File: src/rtl/deser_pkg.sv
// Shared types and sizing helpers for the serial-link deserializer.
package deser_pkg;

  typedef enum logic [1:0] {
    IDLE    = 2'd0,
    COLLECT = 2'd1,
    HOLD    = 2'd2
  } state_t;

  // Number of serial chunks that make up one assembled word.
  function automatic int unsigned chunks(input int unsigned inwidth, input int unsigned outwidth);
    return inwidth / outwidth;
  endfunction

  // Frame-length port width for the default 256/8 link, shared with the serializer.
  localparam int unsigned COUNT_W = $clog2(chunks(256, 8)) + 1;

endpackage

File: src/rtl/deserializer.sv
// Reassembles LSB-first serial chunks into one wide word and presents it
// to the core with a valid/ready handshake.
module deserializer
  import deser_pkg::*;
#(
  parameter int unsigned INWIDTH  = 256,
  parameter int unsigned OUTWIDTH = 8,
  localparam int unsigned CHUNKS  = chunks(INWIDTH, OUTWIDTH),
  localparam int unsigned CW      = $clog2(CHUNKS) + 1
) (
  input  logic                clk,
  input  logic                reset,
  input  logic                start,
  input  logic [CW-1:0]       length,
  input  logic [OUTWIDTH-1:0] serial_in,
  input  logic                serial_valid,
  output logic [INWIDTH-1:0]  out,
  output logic                out_valid,
  input  logic                out_ready,
  output logic                busy,
  output logic                overrun
);

  localparam int unsigned IW = CW - 1;

  state_t               state, state_n;
  logic [INWIDTH-1:0]   out_n;
  logic                 out_valid_n;
  logic                 busy_n;
  logic                 overrun_n;
  logic [IW-1:0]        index, index_n;
  logic [CW-1:0]        remaining, remaining_n;
  logic                 launch;

  // State and datapath registers; reset discards any partial word at once.
  always_ff @(posedge clk or negedge reset) begin
    if (!reset) begin
      state     <= IDLE;
      out       <= '0;
      out_valid <= 1'b0;
      busy      <= 1'b0;
      overrun   <= 1'b0;
      index     <= '0;
      remaining <= '0;
    end else begin
      state     <= state_n;
      out       <= out_n;
      out_valid <= out_valid_n;
      busy      <= busy_n;
      overrun   <= overrun_n;
      index     <= index_n;
      remaining <= remaining_n;
    end
  end

  // Next-state and datapath update.
  always_comb begin
    state_n     = state;
    out_n       = out;
    out_valid_n = out_valid;
    overrun_n   = overrun;
    index_n     = index;
    remaining_n = remaining;
    launch      = 1'b0;

    case (state)
      IDLE: begin
        launch = start && (length != '0);
      end

      COLLECT: begin
        if (serial_valid) begin
          for (int i = 0; i < int'(CHUNKS); i++) begin
            if (index == IW'(i)) begin
              out_n[i*OUTWIDTH +: OUTWIDTH] = serial_in;
            end
          end
          remaining_n = remaining - 1'b1;
          // Index wraps to zero on the last chunk so it never passes CHUNKS-1.
          if (remaining == CW'(1)) begin
            state_n     = HOLD;
            out_valid_n = 1'b1;
            index_n     = '0;
          end else begin
            index_n = index + 1'b1;
          end
        end
      end

      HOLD: begin
        if (out_ready) begin
          out_valid_n = 1'b0;
          state_n     = IDLE;
          launch      = start && (length != '0);
        end
      end

      default: begin
        state_n = IDLE;
      end
    endcase

    if (launch) begin
      state_n     = COLLECT;
      remaining_n = (length > CW'(CHUNKS)) ? CW'(CHUNKS) : length;
      out_n       = '0;
      index_n     = '0;
      overrun_n   = 1'b0;
    end

    // A chunk arriving while the word is parked is lost; flag it.
    if ((state == HOLD) && serial_valid) begin
      overrun_n = 1'b1;
    end

    busy_n = (state_n != IDLE);
  end

endmodule

File: config.mk
export PLATFORM = sky130hd
export DESIGN_NAME = deserializer
export DESIGN_NICKNAME = d
export VERILOG_FILES = /design/src/rtl/deser_pkg.sv /design/src/rtl/deserializer.sv
export SDC_FILE = /design/constraint.sdc
export NUM_CORES = 1
export LEC_CHECK = 0
export ABC_CLOCK_PERIOD_IN_PS = 2200
export CORE_ASPECT_RATIO = 1.2
export CORE_UTILIZATION = 45
export DETAILED_ROUTE_END_ITERATION = 8
export PLACE_DENSITY_LB_ADDON = 0.15
export SLEW_MARGIN = 10
export SYNTH_ARGS = -nofsm -noshare
export SYNTH_HDL_FRONTEND = slang
export SYNTH_SLANG_ARGS = --single-unit
File: constraint.sdc
create_clock -name clk -period 2.2 [get_ports clk]
set_clock_uncertainty 0.1 [all_clocks]
set_input_delay 0.22 -clock clk [delete_from_list [all_inputs] [get_ports clk]]
set_output_delay 0.22 -clock clk [all_outputs]
set_load 0.1 [all_outputs]
==> flow_metrics.tcl <==
set metrics [dict create \
    cts-htree-levels 1 \
    clockRootBuffer "clkbuf_16" \
    min_period_over_period 0.918 \
    r2r_end "out[6]$_DFFE_PN0P_" \
    vias_per_cell 5.20 \
    setup_viol 0 \
    drt_first_pass_iters 4 \
    grt_pass1_wl_mm 50.5 \
    crit_fanout 118 \
    num_rows 64 \
    grtUsageMet1 0.336 \
    tightest_slew_ns 0.764 \
    power_frac_seq 0.354 \
    fp.dieH_um 178 \
    synthCells 1033 \
    cp_cell_sequence "nor2b_1 -> o311a_4 -> buf_12 -> nor2_1" \
    antenna_found_initial 0 \
    ys_ff_latch 272 \
    syn_area_mm2 0.0116 \
    wirelength_mm 32.8 \
    min_from "serial_in[2]" \
    cts_max_path_buffers 3 \
    async_flop_share 1.00 \
    slew_violations 0 \
    max-vdd-ir-drop_mv 0.974 \
    combPwrFrac 0.370 \
    layout_commonest_cell "buf_4" \
    ys_types 51 \
    ys_warn_count 0 \
    use_met2 0.403 \
    cts_sinks 272 \
    initial_core_util 0.456 \
    status "complete, no violations" \
    via_count 8697 \
    grt_use_met3 0.0540 \
    max_stage_delay_ns 0.51 \
    synth_flop_cell "dfrtp_1" \
    worst-r2r-setup-slack_ns 0.18 \
    synth_area_per_cell_um2 11.2 \
    synth.largest_area_cell "dfrtp_1" \
    power_switching_mw 7.19 \
    leakage_nw 8.11 \
    slew_headroom 0.491 \
    cts_made_buffers 28 \
    synth_fp_nets 1060 \
    io_pins 278 \
    final_net_count 1349 \
    start_kind "flip-flop" \
    top_usage_layer "met2" \
    final_cell_mix "296 x buf_4, 272 x dfrtp_1, 221 x nor2_1" \
    whs_endpoint "out[250]$_DFFE_PN0P_" \
    tns_ns 0 \
    drcViolationCount 0 \
    portBuffers 277 \
    cp_data_arrival_time_ns 2.31 \
    core_mm2 0.0255 \
    antennaDiodeCount 0 \
    endpoint_kind "flip-flop" \
    critPathSlowestCell "dfrtp_1" \
    grt_max_degree 119 \
    netlist.area_leader.share 0.586 \
    cts_tree "built" \
    sw_frac_of_total 0.430 \
    ys_seq_area_frac 0.586 \
    max_freq_ghz 0.495 \
    dp_cells 1621 \
    instances_no_fill 1671 \
    place_congestion 0.810 \
    worstRegToRegCells 4 \
    min_path_type "in2reg" \
    power.density_mw_per_mm2 1080 \
    reg2reg_from "state[0]$_DFF_PN0_" \
    fp.dieW_um 149 \
    track_usage 0.248 \
    worstSkewPairLatency_ns 0.53 \
    synth-edff-count 0 \
    crit_type "reg2reg" \
    p_int_mw 9.52 \
    antenna_left 0 \
    required_ns 2.49 \
    drt_iter0_drc 429 \
    clock_power_share 0.277 \
    grt_pass1_vias 8618 \
    hold_depth 4 \
    synth.top_cells.by_area "dfrtp_1 59%, mux2i_1 19%, nor2_1 7.1%" \
    period_needed_ns 2.02 \
    cts.clk_slew.worst_paths_ns 0.06 \
    maxCapViolations 0 \
    grt.overflow.total 0 \
    wire_per_inst_um 19.6 \
    final_layout_size_suffix_gt1_frac 0.302 \
    hold_viol 0 \
    power_mw 16.7 \
    die_area_mm2 0.0265 \
    areaGrowthSynthToFinish_pct 33.1 \
    hpwl_mm 21.0 \
    rsz0062_at_grt "no" \
]
-- cell type report --
cell class,instances,area [um^2]
clock inverters,14,108
repair buffers,341,2900
clock buffers,35,788
well taps,330,413
inverters,5,18.8
fillers,2116,10000
flip-flops and latches,272,6810
multi-input cells,674,4440
-- per-layer routing --
metal,vias to the layer above,part of all wire
met5,-,0
met4,0,0.022
met3,50,0.068
met2,267,0.48
met1,4352,0.43
li1,4028,-
-- repair_timing --
| action | CTS | global route |
|---|---|---|
| endpoints found under the setup margin | 0 | 1 |
| gates resized for setup | 0 | 1 |
| setup buffers | 0 | 0 |
| hold endpoints to repair | 64 | 0 |
| hold buffers | 1 | 0 |
-- cell families after synthesis --
family / count (synthesis) / synth area share
adder cells (fa/ha/maj): 8 / 0.00862
AO/OA/AOI/OAI: 66 / 0.0338
multiplexers: 216 / 0.186
flip-flops: 272 / 0.586
AND/OR/NAND/NOR: 382 / 0.150
buffers and inverters: 87 / 0.0341
XOR/XNOR: 2 / 0.00151
-- how the worst max path moves through the flow --
stage	from	endpoint	slack, ns	cells after the start
after detailed placement	length[1]	out[108]$_DFFE_PN0P_	0.02	5
after global routing	index[0]$_DFFE_PN0P_	out[253]$_DFFE_PN0P_	0.07	6
after global placement	length[1]	out[108]$_DFFE_PN0P_	0.05	5
after floorplan	index[0]$_DFFE_PN0P_	out[176]$_DFFE_PN0P_	0.32	7
final	state[0]$_DFF_PN0_	out[6]$_DFFE_PN0P_	0.18	4
after CTS	index[2]$_DFFE_PN0P_	out[83]$_DFFE_PN0P_	0.21	5
-- flip-flops by register name (all words and copies together), names as in the netlist --
name,flops
busy,1
index,5
out,256
out_valid,1
overrun,1
remaining,6
state,2
-- metrics by stage --
step	cell area (um^2)	utilization	hold slack [ns]	setup slack (ns)
floorplan	11600	-	-0.176	0.320
global placement	14600	0.572	0.155	0.0546
detailed placement	14600	0.572	0.164	0.0220
CTS	15500	0.607	0.0431	0.208
global route	15500	0.607	0.0732	0.0672
finish	15500	0.607	0.0649	0.180
-- worst max-delay path, delay by kind of cell (launching register included) --
kind                   cells  cell delay (ns)
AO/OA/AOI/OAI              1             0.35
flip-flops                 1             0.51
buffers and inverters      1             0.40
AND/OR/NAND/NOR            2             0.36
-- power groups by stage --
| stage | clock, mW | sequential [mW] | combinational [mW] |
|---|---|---|---|
| 2_1_floorplan | 0 | 9.03 | 1.53 |
| 3_3_place_gp | 0 | 5.97 | 6.16 |
| 3_5_place_dp | 0 | 5.98 | 6.20 |
| 4_1_cts | 4.72 | 5.90 | 6.21 |
| 5_1_grt | 4.89 | 5.97 | 6.46 |
| 6_report | 4.62 | 5.91 | 6.18 |
-- cells in the mapped netlist (3+ instances only) --
library cell and number:
nor2_1 221, or2_2 5, buf_2 40, nand4_2 3, nor3_4 5, nand3_1 12, ha_1 8, buf_4 5
and4_1 3, nor2_2 4, nand2_1 91, and3_1 7, a21oi_1 44, clkbuf_1 36, nand2b_1 4, o21ai_0 4
nor2b_1 4, inv_1 5, dfrtp_1 272, mux2i_1 216, a22o_1 3
(Power assumes the default switching activity.)
